`src/rtl/multi_pulse_timer.sv`:
```
// multi_pulse_timer
//   Measures the width of pulses on NCH independent asynchronous inputs in
//   whole milliseconds and hands the results out one at a time through a
//   registered valid/ack port shared by all channels.
//
// Ports
//   clk        clock, all logic on the rising edge
//   rst        asynchronous active-high reset
//   pulse_in   asynchronous pulse inputs, one per channel
//   polarity   per-channel measured level: 0 = high pulse, 1 = low pulse
//   enable     global measurement enable
//   res_valid  a result is presented on res_ch / res_ms / res_ovf
//   res_ack    consumer accepts the presented result
//   res_ch     channel index of the presented result
//   res_ms     measured width in whole milliseconds (saturating)
//   res_ovf    the measurement saturated
//   busy       channel is measuring or holding a result
//   overrun    sticky: a start edge arrived while the channel held a result
module multi_pulse_timer #(
    parameter int NCH        = 4,
    parameter int CLK_PER_MS = 50000,
    parameter int MS_W       = 16,
    localparam int CW        = (NCH > 1) ? $clog2(NCH) : 1
) (
    input  logic            clk,
    input  logic            rst,
    input  logic [NCH-1:0]  pulse_in,
    input  logic [NCH-1:0]  polarity,
    input  logic            enable,
    output logic            res_valid,
    input  logic            res_ack,
    output logic [CW-1:0]   res_ch,
    output logic [MS_W-1:0] res_ms,
    output logic            res_ovf,
    output logic [NCH-1:0]  busy,
    output logic [NCH-1:0]  overrun
);

    localparam int PW = $clog2(CLK_PER_MS);
    localparam logic [PW-1:0] PRESC_MAX = PW'(CLK_PER_MS - 1);

    typedef enum logic [1:0] {IDLE, MEASURE, HOLD} state_t;

    logic [NCH-1:0]  hold_vec;
    logic [NCH-1:0]  hold_ovf;
    logic [MS_W-1:0] hold_ms [NCH];
    logic            accept;
    logic [2:0]      sync_fill;

    assign accept = res_valid & res_ack;

    // The synchronizers come out of reset holding zeros, so until a real
    // sample has reached the delayed copy the edge detector would see a
    // phantom transition on any input that is already active.  Edges are
    // therefore ignored until three samples have been clocked through.
    always_ff @(posedge clk or posedge rst) begin
        if (rst) sync_fill <= '0;
        else     sync_fill <= {sync_fill[1:0], 1'b1};
    end

    for (genvar g = 0; g < NCH; g++) begin : g_ch
        logic            s0, s1, s_d;
        logic            act_now, act_prev, start_edge, end_edge;
        logic            wrap, ms_sat, ovf_flag, ovf_upd, ovr, release_ch;
        logic [PW-1:0]   presc;
        logic [MS_W-1:0] ms_cnt, ms_upd;
        state_t          state, state_next;

        always_ff @(posedge clk or posedge rst) begin
            if (rst) begin
                s0  <= 1'b0;
                s1  <= 1'b0;
                s_d <= 1'b0;
            end else begin
                s0  <= pulse_in[g];
                s1  <= s0;
                s_d <= s1;
            end
        end

        // Both samples are XORed with the same polarity bit, so changing
        // polarity alone never looks like an edge.
        assign act_now    = s1 ^ polarity[g];
        assign act_prev   = s_d ^ polarity[g];
        assign start_edge = sync_fill[2] & act_now & ~act_prev;
        assign end_edge   = sync_fill[2] & ~act_now & act_prev;
        assign release_ch = accept && (res_ch == CW'(g));

        // The end-edge cycle still counts as a measuring cycle, so the
        // stored result is the counter value after that cycle's update.
        assign wrap    = (presc == PRESC_MAX);
        assign ms_sat  = &ms_cnt;
        assign ms_upd  = (wrap && !ms_sat) ? ms_cnt + 1'b1 : ms_cnt;
        assign ovf_upd = ovf_flag | (wrap & ms_sat);

        always_ff @(posedge clk or posedge rst) begin
            if (rst) state <= IDLE;
            else     state <= state_next;
        end

        always_comb begin
            state_next = state;
            case (state)
                IDLE:    if (start_edge && enable) state_next = MEASURE;
                MEASURE: begin
                    if (!enable)       state_next = IDLE;
                    else if (end_edge) state_next = HOLD;
                end
                HOLD:    if (release_ch) state_next = IDLE;
                default: state_next = IDLE;
            endcase
        end

        always_ff @(posedge clk or posedge rst) begin
            if (rst) begin
                presc    <= '0;
                ms_cnt   <= '0;
                ovf_flag <= 1'b0;
            end else if (state == IDLE && state_next == MEASURE) begin
                presc    <= '0;
                ms_cnt   <= '0;
                ovf_flag <= 1'b0;
            end else if (state == MEASURE) begin
                presc    <= wrap ? '0 : presc + 1'b1;
                ms_cnt   <= ms_upd;
                ovf_flag <= ovf_upd;
            end
        end

        always_ff @(posedge clk or posedge rst) begin
            if (rst)                              ovr <= 1'b0;
            else if (state == HOLD && start_edge) ovr <= 1'b1;
        end

        assign busy[g]     = (state != IDLE);
        assign hold_vec[g] = (state == HOLD);
        assign hold_ms[g]  = ms_cnt;
        assign hold_ovf[g] = ovf_flag;
        assign overrun[g]  = ovr;
    end

    // Round-robin search starting at ptr.  The channel being accepted this
    // cycle is still in HOLD, so it is masked out to avoid re-presenting it.
    logic [CW-1:0]  ptr, pick;
    logic [NCH-1:0] eligible;
    logic           found;

    always_comb begin
        int k;
        k     = 0;
        found = 1'b0;
        pick  = '0;
        for (int i = 0; i < NCH; i++) begin
            eligible[i] = hold_vec[i] && !(res_valid && res_ch == CW'(i));
        end
        for (int i = 0; i < NCH; i++) begin
            k = int'(ptr) + i;
            if (k >= NCH) k = k - NCH;
            if (!found && eligible[k]) begin
                found = 1'b1;
                pick  = CW'(k);
            end
        end
    end

    // The output register only reloads when it is empty or being accepted,
    // which keeps the presented result stable while the consumer stalls.
    always_ff @(posedge clk or posedge rst) begin
        if (rst) begin
            res_valid <= 1'b0;
            res_ch    <= '0;
            res_ms    <= '0;
            res_ovf   <= 1'b0;
            ptr       <= '0;
        end else if (!res_valid || res_ack) begin
            res_valid <= found;
            if (found) begin
                res_ch  <= pick;
                res_ms  <= hold_ms[pick];
                res_ovf <= hold_ovf[pick];
                ptr     <= (pick == CW'(NCH - 1)) ? '0 : pick + 1'b1;
            end
        end
    end

endmodule

```
`config.mk`:
```
export PLATFORM = sky130hd
export DESIGN_NAME = multi_pulse_timer
export DESIGN_NICKNAME = d
export VERILOG_FILES = /design/src/rtl/multi_pulse_timer.sv
export SDC_FILE = /design/constraint.sdc
export NUM_CORES = 1
export LEC_CHECK = 0
export CORE_ASPECT_RATIO = 1.4
export CORE_MARGIN = 4
export CORE_UTILIZATION = 51
export CTS_CLUSTER_DIAMETER = 60
export CTS_CLUSTER_SIZE = 40
export DETAILED_ROUTE_END_ITERATION = 7
export GPL_ROUTABILITY_DRIVEN = 0
export PLACE_DENSITY = 0.8
export SYNTH_ARGS = -nofsm -noshare
export SYNTH_HDL_FRONTEND = slang
export SYNTH_SLANG_ARGS = --single-unit
```
`constraint.sdc`:
```
create_clock -name clk -period 6.2 [get_ports clk]
set_clock_uncertainty 0.15 [all_clocks]
set_input_delay 1.55 -clock clk [delete_from_list [all_inputs] [get_ports clk]]
set_output_delay 1.55 -clock clk [all_outputs]
set_load 0.03 [all_outputs]
```
==> results.md, run 1 <==
* # port buffers at 39
* Worst path required time at 6.42 ns
* Cell Area, Synth at 9574 µm²
* Pleak at 4.497 nW
* Final Hold Fails at 0
* Post-synthesis compound-gate area fraction at 14.45%
* Hold_buf cts at 0
* DRC viols at 0
* First-pass GRT wire length at 37,540 µm
* Vias in the first global route at 7,823
* Worst hold slack after final layout at 0.1982 ns
* Detailed Route WL at 22,390 µm
* Initial cell density of the core at 51.67%
* Core box area at 18,530 µm²
* Clock Tree Buf Depth at 2
* Simple-Gate Fraction of Synth Area at 25.20%
* Via count at 7,967
* VDD IR max at 241.6 µV
* Largest cells by area after synthesis: dfrtp_1 47%, nor2_1 5.1%, o21ai_0 3.6%
* Crit start category: input pin
* Worst-margin pin slew at 1.085 ns
* Clock-pin slew of the registers on the worst-case setup and hold paths at 0.06 ns
* Status: finished, final reports clean
* Post-synth cell types at 71
* GR Overflow Total at 0
* Maxcap violations at 0
* # Post-CTS Setup Buffers at 0
* Worst hold path type: reg -> reg
* Wire per inst at 17.11 µm
* GRT Total Usage at 22.13%
* # diodes at 0
* Crit path DAT at 4.42 ns
* Top_reg_cell synth: dfrtp_1
* Ports at 40
* Met3 WL at 936 µm
* Post-route setup TNS at 0 ns
* Met1 wire length at 9479 µm
* DIE WIDTH at 123.8 µm
* CTS Buf Count at 17
* Chip height at 170.1 µm
* Post-synthesis mux area share at 2.535%
* Post-synth ARST share at 100.0%
* Nets@finish at 1,071
* Register area share after synthesis at 47.31%
* Share of cells above drive strength 1 at 6.485%
* Clock root cell: clkbuf_16
* Post-CTS resize count at 0
* Syn avg cell area at 9.341 µm²
* Setup violators final at 0
* Top layer used by detailed routing: met4
* Synthesized Nets at 1,045
* Antenna violations before repair at 0
* Synth Instances at 1,025
* Setup CP Type: in -> reg
* Leading area contributor after synthesis: dfrtp_1
* Routed Antenna Nets at 0
* CTS tree: built
* Max FO, Critical Path at 12
* P per Cell Area at 341.6 nW/µm²
* Hpwl dp at 15,450 µm
* Adder-cell share of the synthesized area at 1.045%
* Post-synth EDFFs at 0
* Vias per cell at 6.091
* Area grow syn2layout at 12.82%
* WL met2 at 11,360 µm
* Slew headroom at 27.54%
* Final worst path period share at 67.80%
* Starting DRT DRC Count at 729
* Largest family of logic cells by synthesized area: simple AND/OR/NAND/NOR gates
* H-tree lvl count at 4
* CTS Sinks at 181
* Yosys warns at 0
* Fmax at 237.9 MHz
* Max-slew violation count at 0
* Post-Synth XOR/XNOR Area at 6.221%
* Share of the synthesized area in the top cell type at 47.31%
* Total power draw at 3.689 mW
* # rows at 59
* #FFs+latches synth at 181
* Minimum clock period at 4.203 ns
* Largest net degree at the start of global routing at 182
* RSZ-0062 raised after global routing: no
* Crit end category: register
* Pre-Repair DR Iteration Count at 5
* Die Footprint at 21,060 µm²
* Worst-skew pair later-pin latency at 0.43 ns
[where the power goes]
part	internal (mW)	switching, mW
Combinational	0.382	0.546
Sequential	1.40	0.248
Clock	0.655	0.458
[per-stage QoR]
stage                     worst slack [ns]  cells  instance area (µm²)  util [%]
after floorplan                      2.177   1025                 9578         -
after global placement               1.734   1276                10190     55.00
after detailed placement             1.666   1276                10190     55.00
after CTS                            2.101   1308                10800     58.30
after global routing                 1.939   1308                10800     58.30
final                                1.997   1308                10800     58.30
[path summary, 6_finish.rpt]
kind	slack [ns]	end	start	cells past startpoint
worst max-delay path	2.00	g_ch[1].ms_cnt[15]$_DFFE_PP0P_	polarity[1]	8
worst min-delay path	0.20	g_ch[0].s1$_DFF_PP0_	g_ch[0].s0$_DFF_PP0_	0
worst max register to register	2.89	res_ms[7]$_DFFE_PP0P_	res_ch[0]$_DFFE_PP0P_	6
worst min register to register	0.20	g_ch[0].s1$_DFF_PP0_	g_ch[0].s0$_DFF_PP0_	0
max in group asynchronous	3.51	g_ch[3].ms_cnt[4]$_DFFE_PP0P_	rst	3
min in group asynchronous	1.54	g_ch[0].s1$_DFF_PP0_	rst	3
[cell usage in the layout (no fill, tap or decap), types with 22 or more instances in the layout]
cell type,Yosys,routed
a211oi_1,34,34
a21oi_1,34,34
and3_1,38,38
clkdlybuf4s50_1,0,39
dfrtp_1,181,181
inv_1,31,30
mux2i_1,22,22
nand2_1,86,86
nand3_1,40,40
nand4_1,33,33
nor2_1,130,130
o21ai_0,68,68
xnor2_1,37,37
xor2_1,31,31
[per-layer routing]
metal  track usage, %  vias to the layer above
li1                 -                     3746
met1            28.56                     3944
met2            36.87                      227
met3            3.823                       50
met4            8.771                        0
met5                0                        -
[critical path, stage by stage]
cell and delay [ns]:
clkdlybuf4s50_1 0.47, or3b_2 0.50, a21oi_1 0.42, and2_1 0.45
buf_4 0.25, o211ai_1 0.22, or4_1 0.47, nand2_1 0.08
[layout make-up]
type | instances | area [µm²]
Fill cell | 1560 | 7727
Tap cell | 244 | 305.3
Clock buffer | 20 | 456.7
Timing Repair Buffer | 49 | 478.0
Sequential cell | 181 | 4529
Clock inverter | 12 | 153.9
Inverter | 31 | 120.1
Multi-Input combinational cell | 771 | 4758
[state kept, by name (all words and copies together) (netlist names)]
signal and count:
g_ch.s0 4, g_ch.ovf_flag 4, g_ch.ovr 4, g_ch.s1 4, g_ch.ms_cnt 64, sync_fill 3, g_ch.s_d 4, ptr 2
res_ovf 1, g_ch.state 8, res_ms 16, res_ch 2, g_ch.presc 64, res_valid 1
[cell usage after synthesis (all sizes together) (6+ instances only)]
master,n
nand2b,20
a21oi,35
nor3,20
xor2,31
and3,38
ha,8
nand2,86
inv,31
nand3,41
xnor2,37
a31oi,9
or4,6
nor4,13
nor2b,7
or3,13
o31ai,13
or2,6
or3b,6
a211oi,35
buf,12
nand4b,6
nand4,33
and2,8
mux2i,22
nor2,130
clkbuf,30
dfrtp,181
o21ai,69
nor4b,8
[cell families (layout without fill, tap and decap cells)]
group | Yosys count | in the layout
buffers and inverters | 73 | 112
multiplexers | 24 | 24
other | 1 | 1
AO/OA/AOI/OAI | 208 | 208
XOR/XNOR | 68 | 68
AND/OR/NAND/NOR | 462 | 462
flip-flops | 181 | 181
adder cells (fa/ha/maj) | 8 | 8
Note: power is estimated with default switching activity, not from simulation.
==> inputs of run 2 (changes only) <==
==> constraint.sdc (replaced) <==
create_clock -name clk -period 3.4 [get_ports clk]
set_clock_uncertainty 0.15 [all_clocks]
set_input_delay 0.85 -clock clk [delete_from_list [all_inputs] [get_ports clk]]
set_output_delay 0.85 -clock clk [all_outputs]
set_load 0.03 [all_outputs]
==> run 2 against run 1 <==
Effect of this change:
- combinational power grew 89%
- die area stayed put
- critical path type unchanged
- sequential cell count is the same
- setup slack worse by 1.7 ns
- sequential share of layout area fell by 0.74 points
- non-clock buffer count rose by 21
- routed wire length increased by 2.4%
- core utilization grew 1.1 points
- via count grew 0.50%
- largest power group unchanged
==> results.md, run 2 (synthesis results as in run 1) <==
* Worst-skew pair later-pin latency at 0.43 ns (about the same)
* Antenna violations before repair at 0 (unchanged)
* Hpwl dp at 16,440 µm (was 15,450 µm)
* Clk pwr share at 30.9% (was 30.2%)
* Dpl cells at 1,297 (was 1,276)
* Via count at 8,007 (was 7,967)
* Area occupied by multi-input gates at 4758 µm² (unchanged)
* Share of cells above drive strength 1 at 8.111% (was 6.485%)
* Vias in the first global route at 7,804 (was 7,823)
* Commonest non-fill, non-tap cells in the layout: 181 x dfrtp_1, 130 x nor2_1, 86 x nand2_1 (unchanged)
* Setup violators final at 0 (unchanged)
* Switching part of the total at 33.70% (was 33.95%)
* Slew headroom at 24.55% (was 27.54%)
* Die Footprint at 21,060 µm² (unchanged)
* Worst path required time at 3.62 ns (was 6.42 ns)
* GR Overflow Total at 0 (unchanged)
* FILL cells at 1,535 (was 1,560)
* Comb pwr share at 25.5% (was 25.2%)
* Area grow syn2layout at 14.86% (was 12.82%)
* Crit end category: register (unchanged)
* Routed Antenna Nets at 0 (unchanged)
* Psw at 2.318 mW (was 1.252 mW)
* Pleak at 4.616 nW (was 4.497 nW)
* Crit path DAT at 3.28 ns (was 4.42 ns)
* Post-CTS resize count at 0 (unchanged)
* Register area at 4529 µm² (unchanged)
* Setup CP Type: in -> reg (unchanged)
* # port buffers at 39 (unchanged)
* Final worst path period share at 90.06%
* Hold_buf cts at 0 (unchanged)
* # diodes at 0 (unchanged)
* Wire per inst at 17.25 µm (was 17.11 µm)
* Clock Tree Buf Depth at 2 (unchanged)
* Post-route setup TNS at 0 ns (unchanged)
* DIE WIDTH at 123.8 µm (unchanged)
* Crit start category: input pin (unchanged)
* Ports at 40 (unchanged)
* # Post-CTS Setup Buffers at 0 (unchanged)
* Vias per cell at 6.025 (was 6.091)
* Worst hold path type: reg -> reg (unchanged)
* Max-slew violation count at 0 (unchanged)
* Reg power frac at 43.6% (was 44.7%)
* First-pass GRT wire length at 39,070 µm (was 37,540 µm)
* Chip height at 170.1 µm (unchanged)
* Final instance count without filler cells at 1,329 (was 1,308)
* VDD IR max at 465.9 µV (was 241.6 µV)
* WP buf/inv at 1 (was 2)
* Clock-pin slew of the registers on the worst-case setup and hold paths at 0.07 ns (was 0.06 ns)
* Core box area at 18,530 µm² (unchanged)
* Nets@finish at 1,092 (was 1,071)
* Fmax at 326.6 MHz
* CTS Buf Count at 17 (unchanged)
* Crit-path cells: clkdlybuf4s50_1, or3b_2, a21oi_1, and2_1, o211ai_1, or4_1, nand2_1 (was clkdlybuf4s50_1, or3b_2, a21oi_1, and2_1, buf_4, o211ai_1, or4_1, nand2_1)
* Cell-internal power at 4.561 mW (was 2.437 mW)
* Top Family by Delay on Critical Path: simple AND/OR/NAND/NOR gates (unchanged)
* CP max-delay cell: or3b_2 (unchanged)
* Top Registers: g_ch.ms_cnt x64, g_ch.presc x64, res_ms x16 (unchanged)
* Detailed Route WL at 22,920 µm (was 22,390 µm)
* Max FO, Critical Path at 7 (was 12)
* Worst-margin pin slew at 1.130 ns (was 1.085 ns)
* Final Core Density at 59.35% (was 58.30%)
* Pre-Repair DR Iteration Count at 5 (unchanged)
* Starting DRT DRC Count at 856 (was 729)
* DRC viols at 0 (unchanged)
* Final Hold Fails at 0 (unchanged)
* GRT Total Usage at 23.05% (was 22.13%)
* Minimum clock period at 3.062 ns
* Total power draw at 6.879 mW (was 3.689 mW)
* Largest net degree at the start of global routing at 57 (was 182)
* Worst hold slack after final layout at 0.1997 ns (was 0.1982 ns)
* Clock root cell: clkbuf_16 (unchanged)
* # rows at 59 (unchanged)
* Slowest stage delay, CP at 0.50 ns (about the same)
* Most common cell after layout, fill and taps aside: dfrtp_1 (unchanged)
* Maxcap violations at 0 (unchanged)
* RSZ-0062 raised after global routing: no (unchanged)
* P per Cell Area at 625.6 nW/µm² (was 341.6 nW/µm²)
* H-tree lvl count at 4 (unchanged)
* CTS tree: built (unchanged)
* CTS Sinks at 181 (unchanged)
* Initial cell density of the core at 51.67% (unchanged)
* Status: finished, final reports clean (unchanged)
[run 2: cell types whose count changed in the layout (fill, tap and decap cells not counted), sizes merged]
cell	previous run	this run
bufinv	3	4
clkbuf	20	22
clkinv	6	4
inv	30	31
buf	10	31
clkinvlp	4	2
[run 2: layer usage]
layer / share of wire (%) / global-route usage (%) / vias to the layer above / wire (µm)
met5: 0 / 0 / - / 0
met3: 4.7 / 4.322 / 51 / 1077
li1: - / - / 3795 / -
met4: 2.7 / 8.337 / 0 / 610
met1: 43 / 30.42 / 3914 / 9781
met2: 50 / 37.81 / 247 / 11450
[run 2: through the flow]
step                      instance area, µm²  setup slack [ns]
final                                  11000            0.3381
after global routing                   11000            0.1831
after CTS                              11000            0.4125
after detailed placement               10360         -0.007150
after global placement                 10360           0.06515
after floorplan                         9578           0.07743
[run 2: cell type report]
class                           instances  share of cell area, %
Multi-Input combinational cell        771                  43.27
Sequential cell                       181                  41.19
Timing Repair Buffer                   70                  5.894
Clock buffer                           22                  4.221
Tap cell                              244                  2.776
Clock inverter                         10                  1.559
Inverter                               31                  1.092
[run 2: worst paths after layout]
check,startpoint,to,slack [ns],depth (start not counted)
min,g_ch[3].s0$_DFF_PP0_,g_ch[3].s1$_DFF_PP0_,0.20,0
min reg2reg,g_ch[3].s0$_DFF_PP0_,g_ch[3].s1$_DFF_PP0_,0.20,0
min in group asynchronous,rst,g_ch[0].s1$_DFF_PP0_,0.69,2
max,polarity[1],g_ch[1].ms_cnt[15]$_DFFE_PP0P_,0.34,7
max in group asynchronous,rst,g_ch[1].presc[7]$_DFFE_PP0P_,1.69,3
max reg2reg,g_ch[0].state[0]$_DFF_PP0_,res_ms[1]$_DFFE_PP0P_,0.62,7
[run 2: power groups by stage]
stage	Clock [mW]	Combinational [mW]	Sequential, mW
final	2.13	1.75	3.00
after global routing	2.24	1.92	3.06
after CTS	2.15	1.77	2.99
after detailed placement	0	1.74	3.02
after global placement	0	1.70	3.01
after floorplan	0	0.985	3.11
==> inputs of run 3 (changes only) <==
--- a/config.mk
+++ b/config.mk
@@ -13,6 +13,7 @@
 export DETAILED_ROUTE_END_ITERATION = 7
 export GPL_ROUTABILITY_DRIVEN = 0
 export PLACE_DENSITY = 0.8
+export RECOVER_POWER = 25
 export SYNTH_ARGS = -nofsm -noshare
 export SYNTH_HDL_FRONTEND = slang
 export SYNTH_SLANG_ARGS = --single-unit
==> run 3 against run 2 <==
Effect of this change:
- clock power hardly changed
- die area stayed put
- final area is 0.23% lower
- maximum frequency is 0.21% higher
- cell count stayed put
- sequential cell count stayed put
- critical path type unchanged
- critical endpoint unchanged
==> results.md, run 3 (synthesis results as in run 1) <==
* Reg power frac at 43.6% (about the same)
* Pleak at 4.605 nW (was 4.616 nW)
* Clock root cell: clkbuf_16 (unchanged)
* Worst path required time at 3.62 ns (about the same)
* Post-CTS resize count at 0 (unchanged)
* Worst-skew pair later-pin latency at 0.43 ns (about the same)
* WL met2 at 11,450 µm (about the same)
* CTS tree: built (unchanged)
* DRC viols at 0 (unchanged)
* Status: finished, final reports clean (unchanged)
* Dpl cells at 1,297 (unchanged)
* Fin area at 10,970 µm² (was 11,000 µm²)
* Final instance count without filler cells at 1,329 (unchanged)
* Core box area at 18,530 µm² (unchanged)
* P per Cell Area at 626.7 nW/µm² (was 625.6 nW/µm²)
* H-tree lvl count at 4 (unchanged)
* Minimum clock period at 3.055 ns (was 3.062 ns)
* Most common cell after layout, fill and taps aside: dfrtp_1 (unchanged)
* Final Hold Fails at 0 (unchanged)
* Starting DRT DRC Count at 836 (was 856)
* # Post-CTS Setup Buffers at 0 (unchanged)
* Cell-internal power at 4.557 mW (was 4.561 mW)
* Share of cells above drive strength 1 at 7.926% (was 8.111%)
* Commonest non-fill, non-tap cells in the layout: 181 x dfrtp_1, 130 x nor2_1, 86 x nand2_1 (unchanged)
* GRT Total Usage at 23.05% (unchanged)
* # diodes at 0 (unchanged)
* # port buffers at 39 (unchanged)
* Antenna violations before repair at 0 (unchanged)
* First-pass GRT wire length at 39,070 µm (unchanged)
* Routed Antenna Nets at 0 (unchanged)
* Top Registers: g_ch.ms_cnt x64, g_ch.presc x64, res_ms x16 (unchanged)
* Detailed Route WL at 22,910 µm (was 22,920 µm)
* GR Overflow Total at 0 (unchanged)
* Area grow syn2layout at 14.60% (was 14.86%)
* Total power draw at 6.876 mW (was 6.879 mW)
* Crit start category: input pin (unchanged)
* DIE WIDTH at 123.8 µm (unchanged)
* VDD IR max at 465.8 µV (was 465.9 µV)
* Setup violators final at 0 (unchanged)
* Hpwl dp at 16,440 µm (unchanged)
* Top layer used by detailed routing: met4 (unchanged)
* Max FO, Critical Path at 7 (unchanged)
* Fmax at 327.3 MHz (was 326.6 MHz)
* Vias per cell at 6.035 (was 6.025)
* Largest net degree at the start of global routing at 57 (unchanged)
* Met3 WL at 1092 µm (was 1077 µm)
* Clk pwr share at 30.9% (about the same)
* CTS Sinks at 181 (unchanged)
* Met1 wire length at 9765 µm (was 9781 µm)
* Wire per inst at 17.24 µm (was 17.25 µm)
* Placement Setup Slack at -0.007150 ns (unchanged)
* Switching part of the total at 33.72% (was 33.70%)
* Post-route setup TNS at 0 ns (unchanged)
* Clock-pin slew of the registers on the worst-case setup and hold paths at 0.06 ns (was 0.07 ns)
* Vias in the first global route at 7,804 (unchanged)
* Crit path DAT at 3.27 ns (was 3.28 ns)
* CTS Buf Count at 17 (unchanged)
* Initial cell density of the core at 51.67% (unchanged)
* Hold_buf cts at 0 (unchanged)
* Nets@finish at 1,092 (unchanged)
* Pre-Repair DR Iteration Count at 7 (was 5)
* Worst hold path type: reg -> reg (unchanged)
* # rows at 59 (unchanged)
* Ports at 40 (unchanged)
* Clock Tree Buf Depth at 2 (unchanged)
* Crit end category: register (unchanged)
* Maxcap violations at 0 (unchanged)
* Setup CP Type: in -> reg (unchanged)
* Comb pwr share at 25.4% (was 25.5%)
* Worst-margin pin slew at 1.186 ns (was 1.130 ns)
* RSZ-0062 raised after global routing: no (unchanged)
* DP Area at 10,360 µm² (unchanged)
* Via count at 8,020 (was 8,007)
* Psw at 2.319 mW (was 2.318 mW)
* PnR worst setup slack at 0.3446 ns (was 0.3381 ns)
* Final worst path period share at 89.86% (was 90.06%)
* Chip height at 170.1 µm (unchanged)
* Die Footprint at 21,060 µm² (unchanged)
* Max-slew violation count at 0 (unchanged)
* Slew headroom at 20.50% (was 24.55%)
[run 3: power by group through the flow]
| stage | logic, mW | clock network, mW | registers [mW] |
|---|---|---|---|
| after global placement | 1.70 | 0 | 3.01 |
| after floorplan | 0.985 | 0 | 3.11 |
| final | 1.75 | 2.13 | 3.00 |
| after detailed placement | 1.74 | 0 | 3.02 |
| after CTS | 1.77 | 2.15 | 2.99 |
| after global routing | 1.92 | 2.24 | 3.06 |
[run 3: layer usage]
metal / vias up / GRT usage, %
li1: 3794 / -
met1: 3916 / 30.42
met2: 257 / 37.81
met3: 53 / 4.322
met4: 0 / 8.337
met5: - / 0
[run 3: final cells by class]
cell class                      instances  area, µm²
Fill cell                            1539       7557
Sequential cell                       181       4529
Inverter                               31      117.6
Timing Repair Buffer                   70      625.6
Tap cell                              244      305.3
Clock inverter                         10      171.4
Clock buffer                           22      464.2
Multi-Input combinational cell        771       4758
[run 3: worst max-delay path: stages]
cell and delay [ns]:
clkdlybuf4s50_1 0.47, or3b_2 0.50, a21oi_1 0.25, and2_1 0.36, o211ai_1 0.29, or4_1 0.47
nand2_1 0.08
[run 3: metrics by stage]
| stage | hold WS [ns] | utilization [%] |
|---|---|---|
| 2_1_floorplan | 0.1812 | - |
| 3_3_place_gp | 0.1840 | 55.92 |
| 3_5_place_dp | 0.1871 | 55.92 |
| 4_1_cts | 0.2017 | 59.35 |
| 5_1_grt | 0.2083 | 59.21 |
| 6_report | 0.1995 | 59.21 |
[run 3: path summary, 6_finish.rpt]
check / slack (ns) / cells after the start / start / endpoint
setup reg to reg: 0.62 / 7 / g_ch[0].state[0]$_DFF_PP0_ / res_ms[1]$_DFFE_PP0P_
min in group asynchronous: 0.96 / 2 / rst / g_ch[0].s1$_DFF_PP0_
hold / removal: 0.20 / 0 / sync_fill[1]$_DFF_PP0_ / sync_fill[2]$_DFF_PP0_
hold reg to reg: 0.20 / 0 / sync_fill[1]$_DFF_PP0_ / sync_fill[2]$_DFF_PP0_
setup / recovery: 0.34 / 7 / polarity[1] / g_ch[1].ms_cnt[15]$_DFFE_PP0P_
max in group asynchronous: 0.56 / 3 / rst / res_ms[11]$_DFFE_PP0P_
